## src/rtl/alu_pkg.sv

```systemverilog
// Shared constants and types for the execute-stage ALU sequencer.
package alu_pkg;

    // ALUOp field encodings
    localparam logic [1:0] ALUOP_MOVI  = 2'b00;
    localparam logic [1:0] ALUOP_SUB   = 2'b01;
    localparam logic [1:0] ALUOP_RTYPE = 2'b10;
    localparam logic [1:0] ALUOP_ILL   = 2'b11;

    // R-type funct encodings
    localparam logic [5:0] FN_ADD  = 6'b100000;
    localparam logic [5:0] FN_SUB  = 6'b100100;
    localparam logic [5:0] FN_MULT = 6'b100001;
    localparam logic [5:0] FN_DIV  = 6'b100010;
    localparam logic [5:0] FN_MOV  = 6'b100011;

    // alu_control codes
    localparam logic [3:0] CTL_ADD  = 4'b0010;
    localparam logic [3:0] CTL_SUB  = 4'b0110;
    localparam logic [3:0] CTL_MULT = 4'b1000;
    localparam logic [3:0] CTL_DIV  = 4'b1001;
    localparam logic [3:0] CTL_MOV  = 4'b1010;
    localparam logic [3:0] CTL_MOVI = 4'b1011;
    localparam logic [3:0] CTL_NOP  = 4'b1111;

    typedef enum logic [1:0] {
        StIdle,
        StMul,
        StDiv
    } alu_state_e;

endpackage

```

## src/rtl/alu_md_iter.sv

```systemverilog
// Shared iterative datapath: shift-add multiplier and restoring divider, one bit per step.
// After start, WIDTH steps are needed; done is high on the step that produces the final value,
// and res_lo/res_hi carry that final value in the same cycle.
module alu_md_iter #(
    parameter int unsigned WIDTH = 32
) (
    input  logic             clk,
    input  logic             rst_n,
    input  logic             start,
    input  logic             step,
    input  logic             mode,     // 0 multiply, 1 divide
    input  logic [WIDTH-1:0] op_a,
    input  logic [WIDTH-1:0] op_b,
    output logic             done,
    output logic [WIDTH-1:0] res_lo,
    output logic [WIDTH-1:0] res_hi
);

    localparam int unsigned CNT_W = $clog2(WIDTH) + 1;

    // hi_q: partial product high half / partial remainder
    // lo_q: multiplier being shifted out / dividend shifting into quotient
    logic [WIDTH-1:0] hi_q, lo_q, b_q;
    logic [CNT_W-1:0] cnt_q;
    logic [WIDTH:0]   mul_sum, div_shift, div_diff;
    logic [WIDTH-1:0] hi_nxt, lo_nxt;

    // One multiply or divide step from the current registers
    always_comb begin
        mul_sum   = {1'b0, hi_q} + (lo_q[0] ? {1'b0, b_q} : {(WIDTH + 1){1'b0}});
        div_shift = {hi_q, lo_q[WIDTH-1]};
        div_diff  = div_shift - {1'b0, b_q};
        if (mode) begin
            // Top bit of the difference set means the trial subtraction went negative
            if (!div_diff[WIDTH]) begin
                hi_nxt = div_diff[WIDTH-1:0];
                lo_nxt = {lo_q[WIDTH-2:0], 1'b1};
            end else begin
                hi_nxt = div_shift[WIDTH-1:0];
                lo_nxt = {lo_q[WIDTH-2:0], 1'b0};
            end
        end else begin
            hi_nxt = mul_sum[WIDTH:1];
            lo_nxt = {mul_sum[0], lo_q[WIDTH-1:1]};
        end
    end

    assign done   = (cnt_q == '0);
    assign res_lo = lo_nxt;
    assign res_hi = hi_nxt;

    // Operand load on start, then one step per cycle while the sequencer is iterating
    always_ff @(posedge clk or negedge rst_n) begin
        if (!rst_n) begin
            hi_q  <= '0;
            lo_q  <= '0;
            b_q   <= '0;
            cnt_q <= '0;
        end else if (start) begin
            hi_q  <= '0;
            lo_q  <= op_a;
            b_q   <= op_b;
            cnt_q <= CNT_W'(WIDTH - 1);
        end else if (step) begin
            hi_q <= hi_nxt;
            lo_q <= lo_nxt;
            if (cnt_q != '0) begin
                cnt_q <= cnt_q - CNT_W'(1);
            end
        end
    end

endmodule

```

## src/rtl/alu_exec_seq.sv

```systemverilog
// Execute-stage ALU: decode, single-cycle ops, iterative MULT/DIV sequencing and a registered
// output stage behind valid/ready handshakes.
module alu_exec_seq
    import alu_pkg::*;
#(
    parameter int unsigned WIDTH   = 32,
    parameter int unsigned FUNCT_W = 6,
    parameter int unsigned CW      = 4
) (
    input  logic               clk,
    input  logic               rst_n,
    input  logic               in_valid,
    output logic               in_ready,
    input  logic [1:0]         alu_op,
    input  logic [FUNCT_W-1:0] funct,
    input  logic [WIDTH-1:0]   op_a,
    input  logic [WIDTH-1:0]   op_b,
    input  logic               flush,
    output logic               out_valid,
    input  logic               out_ready,
    output logic [WIDTH-1:0]   result,
    output logic [WIDTH-1:0]   result_hi,
    output logic [CW-1:0]      alu_control,
    output logic               div_by_zero,
    output logic               illegal_op,
    output logic               busy
);

    alu_state_e       state_q;
    logic             accept;
    logic [3:0]       dec_ctl;
    logic [WIDTH-1:0] dec_lo, dec_hi;
    logic             dec_ill, dec_dbz, dec_mul, dec_div;
    logic             md_start, md_step, md_done;
    logic [WIDTH-1:0] md_lo, md_hi;

    assign in_ready = (state_q == StIdle) && (!out_valid || out_ready);
    assign busy     = (state_q != StIdle);
    // Offers made during a flush cycle are dropped
    assign accept   = in_valid && in_ready && !flush;

    // Decode the offered operation and compute single-cycle results
    always_comb begin
        dec_ctl = CTL_NOP;
        dec_lo  = '0;
        dec_hi  = '0;
        dec_ill = 1'b0;
        dec_dbz = 1'b0;
        dec_mul = 1'b0;
        dec_div = 1'b0;
        unique case (alu_op)
            ALUOP_MOVI: begin
                dec_ctl = CTL_MOVI;
                dec_lo  = op_b;
            end
            ALUOP_SUB: begin
                dec_ctl = CTL_SUB;
                dec_lo  = op_a - op_b;
            end
            ALUOP_RTYPE: begin
                case (funct)
                    FUNCT_W'(FN_ADD): begin
                        dec_ctl = CTL_ADD;
                        dec_lo  = op_a + op_b;
                    end
                    FUNCT_W'(FN_SUB): begin
                        dec_ctl = CTL_SUB;
                        dec_lo  = op_a - op_b;
                    end
                    FUNCT_W'(FN_MULT): begin
                        dec_ctl = CTL_MULT;
                        dec_mul = 1'b1;
                    end
                    FUNCT_W'(FN_DIV): begin
                        dec_ctl = CTL_DIV;
                        if (op_b == '0) begin
                            // Divide by zero completes immediately without iterating
                            dec_lo  = '1;
                            dec_hi  = op_a;
                            dec_dbz = 1'b1;
                        end else begin
                            dec_div = 1'b1;
                        end
                    end
                    FUNCT_W'(FN_MOV): begin
                        dec_ctl = CTL_MOV;
                        dec_lo  = op_a;
                    end
                    default: dec_ill = 1'b1;
                endcase
            end
            default: dec_ill = 1'b1;
        endcase
    end

    assign md_start = accept && (dec_mul || dec_div);
    assign md_step  = busy && !flush;

    alu_md_iter #(
        .WIDTH(WIDTH)
    ) u_md_iter (
        .clk   (clk),
        .rst_n (rst_n),
        .start (md_start),
        .step  (md_step),
        .mode  (state_q == StDiv),
        .op_a  (op_a),
        .op_b  (op_b),
        .done  (md_done),
        .res_lo(md_lo),
        .res_hi(md_hi)
    );

    // Sequencer FSM and output register
    always_ff @(posedge clk or negedge rst_n) begin
        if (!rst_n) begin
            state_q     <= StIdle;
            out_valid   <= 1'b0;
            result      <= '0;
            result_hi   <= '0;
            alu_control <= CW'(CTL_NOP);
            div_by_zero <= 1'b0;
            illegal_op  <= 1'b0;
        end else if (flush) begin
            state_q   <= StIdle;
            out_valid <= 1'b0;
        end else begin
            unique case (state_q)
                StIdle: begin
                    if (accept) begin
                        if (dec_mul || dec_div) begin
                            // Accept implies the output was empty or drained this cycle
                            state_q   <= dec_mul ? StMul : StDiv;
                            out_valid <= 1'b0;
                        end else begin
                            out_valid   <= 1'b1;
                            result      <= dec_lo;
                            result_hi   <= dec_hi;
                            alu_control <= dec_ill ? CW'(CTL_NOP) : CW'(dec_ctl);
                            div_by_zero <= dec_dbz;
                            illegal_op  <= dec_ill;
                        end
                    end else if (out_valid && out_ready) begin
                        out_valid <= 1'b0;
                    end
                end
                StMul, StDiv: begin
                    if (md_done) begin
                        state_q     <= StIdle;
                        out_valid   <= 1'b1;
                        result      <= md_lo;
                        result_hi   <= md_hi;
                        alu_control <= (state_q == StMul) ? CW'(CTL_MULT) : CW'(CTL_DIV);
                        div_by_zero <= 1'b0;
                        illegal_op  <= 1'b0;
                    end
                end
                default: state_q <= StIdle;
            endcase
        end
    end

endmodule

```

## config.mk

```make
export PLATFORM = sky130hd
export DESIGN_NAME = alu_exec_seq
export DESIGN_NICKNAME = d
export VERILOG_FILES = /design/src/rtl/alu_pkg.sv /design/src/rtl/alu_md_iter.sv /design/src/rtl/alu_exec_seq.sv
export SDC_FILE = /design/constraint.sdc
export NUM_CORES = 1
export LEC_CHECK = 0
export CAP_MARGIN = 20
export CORE_MARGIN = 8
export CORE_UTILIZATION = 50
export DETAILED_ROUTE_END_ITERATION = 16
export PLACE_DENSITY_LB_ADDON = 0.05
export SLEW_MARGIN = 20
export SYNTH_ARGS = -nofsm -noshare
export SYNTH_HDL_FRONTEND = slang
export SYNTH_HIERARCHICAL = 1
export SYNTH_SLANG_ARGS = --single-unit
```

## constraint.sdc

```tcl
create_clock -name clk -period 5 [get_ports clk]
set_input_delay 0.5 -clock clk [delete_from_list [all_inputs] [get_ports clk]]
set_output_delay 0.5 -clock clk [all_outputs]
set_load 0.03 [all_outputs]
```

==> results by group, run 1 <==
Clock tree
  • Clk slew on worst S/H paths: 0.08 ns
  • Inserted Clock Buffers: 17
  • Setup Fix Bufs, Post-CTS: 0
  • Skew-Pair Late Insertion Delay: 0.46 ns
  • Clock tree from TritonCTS: built
  • Post-CTS sizing: 0
  • CTS H-tree depth: 4
  • CTS Hold Buffers Added: 0
  • Clock sink count: 175
  • Root Driver: clkbuf_16
  • Clk buf depth: 2

Power and ir drop
  • Maximum VDD drop: 0.0002801 V
  • Sw Share: 0.4398
  • Sw power: 2.814 mW
  • PD cells: 318.2 nW/um^2
  • Leakage: 8.958 nW
  • Pint: 3.585 mW
  • Combinational share of power: 0.481
  • Reg power frac: 0.300
  • Clock share of power: 0.219

Floorplan
  • I/O Pins: 150
  • Row cnt: 68
  • Die width: 203.1 um
  • Initial Utilization: 0.5069
  • Die height: 203.1 um
  • Die area: 41260 sq um
  • Area of the core: 34540 sq um

Finish
  • Fraction of layout cells with a size suffix above 1: 0.09197
  • Diode count: 0
  • Nets@finish: 2517
  • Non-Filler Instances: 2771
  • Post-route cell area: 20110 sq um
  • Area grow syn2layout: 14.85%

Drt
  • Total number of vias: 18175
  • Initial DRT Pass Iterations: 6
  • 1st-iter DRT viols: 1817
  • Antenna-violating nets left: 0
  • Vias per cell: 6.559
  • Routed WL: 69160 um
  • # DRC: 0
  • Wire per inst: 24.96 um

Timing
  • Hold Fails Final Rpt: 0
  • Max Freq: 229.7 MHz
  • Setup_tns: 0 ns
  • Max Slew Vio Count: 0
  • Slew @ Worst Pin: 1.058 ns
  • Final setup fails: 0
  • Period utilisation layout: 0.8705
  • Slew HR: 0.2939
  • RSZ-0062 raised after global routing: false
  • Tmin final: 4.353 ns
  • Worst clock skew: 0.01702 ns

Placement
  • Placed cell areas: 19530 sq um
  • Placed cells: 2740
  • Routability cong.: 0.9987
  • Final HPWL from detailed placement: 52700 um
  • PortBufs: 149

Synth
  • Sequential element share of the synthesized area: 0.2504
  • Post-synth top cells: 226 x nand2_1, 191 x a21oi_1, 186 x nor2_1
  • Post-synthesis sequential element count: 175
  • Post-synth ARST share: 1.000
  • Largest area contributor in the netlist: dfrtp_1
  • Cells after Synth: 2202
  • Post-synth EDFFs: 0
  • Synth top area share: 0.2444
  • Main synth FF type: dfrtp_1
  • Syn_area_per_cell: 7.952 sq um
  • Synth area leaders: dfrtp_1 24%, ha_1 9.4%, a21oi_1 5.5%, nand2_1 4.8%, o21ai_0 4.2%
  • Yosys cell types: 108
  • Post-Syn Nets: 2415
  • Top-count cell post-synth: nand2_1
  • Mapped cell area: 17510 sq um
  • Yosys Warn Count: 6

GRT
  • Number of global-route vias before repair: 17433
  • Initial antenna violation count: 2
  • Global route total overflow: 0
  • Gr usage total: 0.3285
  • Largest net degree at the start of global routing: 100
  • First-pass GRT wire length: 106200 um

Run status
  • Status: complete, no violations

Setup path
  • Worst path arrival time: 4.70 ns
  • Critical Path Source Type: register
  • Critical path startpoint: u_md_iter/lo_q[31]
  • CP Capture Type: register
  • Crit path required time: 5.35 ns
  • Worst Path Max Fanout: 31
  • Reg2reg start: u_md_iter/lo_q[31]
  • WS Path Type: reg2reg

Hold path
  • Worst Hold Class: in2async

Run
  • Max cap viols: 0
==> sequential cells by signal (all words and copies together) (netlist names) <==
register and count:
u_md_iter/cnt_q 6, alu_control 4, state_q 2, illegal_op 1, u_md_iter/lo_q 32, result 32
div_by_zero 1, result_hi 32, u_md_iter/hi_q 32, out_valid 1, u_md_iter/b_q 32
==> worst paths after layout <==
| check | endpoint | slack (ns) | cells past startpoint |
|---|---|---|---|
| worst max register to register | result_hi[1] | 0.65 | 16 |
| max in group asynchronous | u_md_iter/b_q[21] | 3.95 | 2 |
| worst min-delay path | u_md_iter/lo_q[9] | 0.06 | 1 |
| worst max-delay path | result_hi[1] | 0.65 | 16 |
| worst min register to register | alu_control[3] | 0.47 | 2 |
| min in group clk | alu_control[3] | 0.47 | 2 |
==> cell usage in the layout, fill, tap and decap left out, types with 33 or more instances in the layout <==
cell type,Yosys,final
ha_1,132,130
xnor2_1,60,60
a21oi_1,191,191
a21o_1,45,45
nor2_1,186,184
mux2i_1,62,62
clkdlybuf4s50_1,0,148
and3_1,52,52
nor3_1,34,33
nand2_1,226,226
inv_1,111,111
o21ai_0,148,148
a221o_1,43,43
and2_1,37,37
dfrtp_1,171,171
nand3_1,39,39
buf_4,3,67
mux2_2,35,35
==> area by class of cell <==
type                    instances  area (sq um)
well taps                     455         569.3
fillers                      3228         14430
flip-flops and latches        175          4384
inverters                     115         431.7
clock buffers                  20         456.7
multi-input cells            1777         12110
repair buffers                218          2038
clock inverters                11         118.9
==> worst max-delay path: stages (launching register included) <==
cell and delay (ns):
dfrtp_1 0.42, inv_1 0.17, ha_1 0.20, inv_1 0.06
fa_1 0.39, a21o_1 0.19, nand4_1 0.11, a211o_1 0.25
a2111o_1 0.27, a21oi_2 0.09, o211ai_4 0.83, buf_4 0.33
nor2b_1 0.07, a211oi_1 0.31, nor2_1 0.10, and3_1 0.18
a221o_1 0.25
==> routing by layer <==
metal | GRT usage | up-vias | share of wire | wire length [um]
li1 | - | 8295 | - | -
met1 | 0.4259 | 8749 | 0.42 | 28810
met2 | 0.5228 | 942 | 0.45 | 30980
met3 | 0.05792 | 185 | 0.081 | 5631
met4 | 0.1652 | 4 | 0.054 | 3704
met5 | 0 | - | 0.00038 | 26
==> stage by stage <==
| stage | power (mW) | worst slack, ns | hold WS, ns | util |
|---|---|---|---|---|
| finish | 6.399 | 0.6474 | 0.06350 | 0.5822 |
| detailed placement | 4.963 | 0.7389 | 0.4573 | 0.5655 |
| global route | 6.766 | 0.3788 | 0.09243 | 0.5822 |
| global placement | 4.916 | 0.7612 | 0.4456 | 0.5655 |
| floorplan | 3.960 | 1.534 | 0.2044 | - |
| CTS | 6.369 | 0.7077 | 0.07936 | 0.5822 |
==> cell families after synthesis <==
family                   share of synthesized area
adder cells (fa/ha/maj)                    0.09890
buffers and inverters                      0.06017
flip-flops                                  0.2504
AND/OR/NAND/NOR                             0.1982
XOR/XNOR                                   0.04202
AO/OA/AOI/OAI                               0.2924
multiplexers                               0.05795
==> power groups by stage <==
stage	clock network, mW	registers (mW)	logic, mW
floorplan	0	1.99	1.97
global placement	0	1.93	2.98
detailed placement	0	1.94	3.02
CTS	1.41	1.92	3.04
global route	1.46	1.95	3.35
finish	1.40	1.92	3.08
No activity file was read; power rests on OpenSTA's default activity.
==> run 2, diff against run 1 <==
Settings changed: GPL_ROUTABILITY_DRIVEN from default to 0.
==> run 2 against run 1 <==
Compared with the run above:
- via count shrank 0.79%
- count of clock-buffer cells in the layout shrank 1
- largest cell class unchanged
- design area shrank 0.74%
- critical path type unchanged
- combinational power shrank 2%
- first-iteration DRC count grew 7.2%
==> results by group, run 2 (same netlist as run 1, synthesis figures left out) <==
Floorplan
  • I/O Pins: 150
  • Die height: 203.1 um
  • Area of the core: 34540 sq um
  • Die width: 203.1 um
  • Die area: 41260 sq um
  • Initial Utilization: 0.5069
  • Row cnt: 68

Setup path
  • Slowest cell on crit path: o41ai_1
  • RR Endpoint: result_hi[27]
  • Critical path, cell by cell: buf_4 -> and2_1 -> ha_1 -> nand2_1 -> o21ai_0 -> a41oi_1 -> nor4b_1 -> nor3_1 -> o41ai_1 -> nand2_1 -> xnor2_1 -> nor2_1 -> a21oi_1 -> and3_1 -> a221o_1
  • Reg2reg start: u_md_iter/lo_q[0]
  • Worst path max stage delay: 0.60 ns
  • Crit path required time: 5.34 ns
  • WS Path Type: reg2reg
  • Worst path most repeated cell: nand2_1
  • R2r worst-path depth: 15
  • CP Capture Type: register
  • Worst path arrival time: 4.59 ns
  • R2r setup slk: 0.75 ns
  • Worst Path Max Fanout: 29
  • Cell family with most CP delay: compound AO/OA/AOI/OAI gates
  • Critical Path Source Type: register
  • CP Buf/Inv Count: 1

Run
  • Max cap viols: 0

Drt
  • 1st-iter DRT viols: 1948
  • Antenna-violating nets left: 0
  • Routed WL: 66060 um
  • Initial DRT Pass Iterations: 5
  • Wire per inst: 24.01 um
  • # DRC: 0
  • Vias per cell: 6.555
  • Total number of vias: 18032

Timing
  • RSZ-0062 raised after global routing: false
  • Max Slew Vio Count: 0
  • Worst clock skew: 0.01224 ns
  • Max Freq: 235.1 MHz
  • Period utilisation layout: 0.8507
  • Slew @ Worst Pin: 1.056 ns
  • Setup_tns: 0 ns
  • Final setup fails: 0
  • Slew HR: 0.2959
  • Final Worst Setup Slack: 0.7465 ns
  • Tmin final: 4.254 ns
  • Hold Fails Final Rpt: 0

Finish
  • Layout fillers: 3229
  • Commonest non-fill, non-tap cell in the layout: nand2_1
  • Fraction of layout cells with a size suffix above 1: 0.08449
  • Sequential Area: 4384 sq um
  • Area grow syn2layout: 14.00%
  • Most frequent cells in the layout: 226 x nand2_1, 191 x a21oi_1, 184 x nor2_1, 171 x dfrtp_1
  • Nets@finish: 2497
  • Area of the multi-input gates: 12110 sq um
  • Diode count: 0

GRT
  • First-pass GRT wire length: 102600 um
  • Largest net degree at the start of global routing: 95
  • Global route total overflow: 0
  • Gr usage total: 0.3139
  • Initial antenna violation count: 1
  • Number of global-route vias before repair: 17512

Placement
  • PortBufs: 149
  • Final HPWL from detailed placement: 49670 um
  • Dpl ws: 0.6676 ns

Clock tree
  • Clk slew on worst S/H paths: 0.08 ns
  • Post-CTS sizing: 0
  • Setup Fix Bufs, Post-CTS: 0
  • CTS H-tree depth: 4
  • Clock sink count: 175
  • Root Driver: clkbuf_16
  • Inserted Clock Buffers: 17
  • CTS Hold Buffers Added: 0
  • Clock tree from TritonCTS: built
  • Clk buf depth: 2
  • Skew-Pair Late Insertion Delay: 0.46 ns

Run status
  • Status: complete, no violations

Power and ir drop
  • PD cells: 319.9 nW/um^2
  • Leakage: 8.867 nW
  • Maximum VDD drop: 0.0002706 V

Hold path
  • Worst Hold Class: in2async
-- run 2: metrics by stage --
| stage | util | hold WS, ns | instances | instance area, sq um | power (mW) |
|---|---|---|---|---|---|
| after floorplan | - | 0.2044 | 2202 | 17510 | 3.960 |
| after global placement | 0.5604 | 0.4432 | 2720 | 19360 | 4.862 |
| after detailed placement | 0.5604 | 0.4457 | 2720 | 19360 | 4.908 |
| after CTS | 0.5778 | 0.1509 | 2751 | 19960 | 6.365 |
| after global routing | 0.5778 | 0.1947 | 2751 | 19960 | 6.759 |
| final | 0.5778 | 0.1258 | 2751 | 19960 | 6.385 |
-- run 2: cell type report --
| type | count | area share |
|---|---|---|
| Sequential cell | 175 | 0.2196 |
| Clock inverter | 12 | 0.007459 |
| Inverter | 115 | 0.02163 |
| Clock buffer | 19 | 0.02269 |
| Multi-Input combinational cell | 1777 | 0.6067 |
| Timing Repair Buffer | 198 | 0.09334 |
| Tap cell | 455 | 0.02852 |
-- run 2: power breakdown --
group | internal (mW) | total [mW] | switching, mW
registers | 1.66 | 1.92 | 0.265
logic | 1.19 | 3.02 | 1.84
clock network | 0.777 | 1.44 | 0.664
total | 3.62 | 6.38 | 2.77
-- run 2: routing by layer --
metal | global-route usage | wire [um]
met5 | 0 | 12
met4 | 0.1761 | 3752
met3 | 0.07125 | 5610
met2 | 0.4826 | 28970
met1 | 0.4040 | 27710
-- run 2: how the worst max path moves through the flow --
stage / startpoint / to / slack [ns] / cells after the start
3_5_place_dp: op_b[6] / result_hi[23] / 0.67 / 11
5_1_grt: u_md_iter/lo_q[0] / result_hi[27] / 0.45 / 15
3_3_place_gp: op_b[6] / result_hi[26] / 0.62 / 11
2_1_floorplan: u_md_iter/lo_q[0] / result_hi[28] / 1.53 / 15
6_report: u_md_iter/lo_q[0] / result_hi[27] / 0.75 / 15
4_1_cts: u_md_iter/lo_q[31] / result_hi[1] / 0.84 / 16
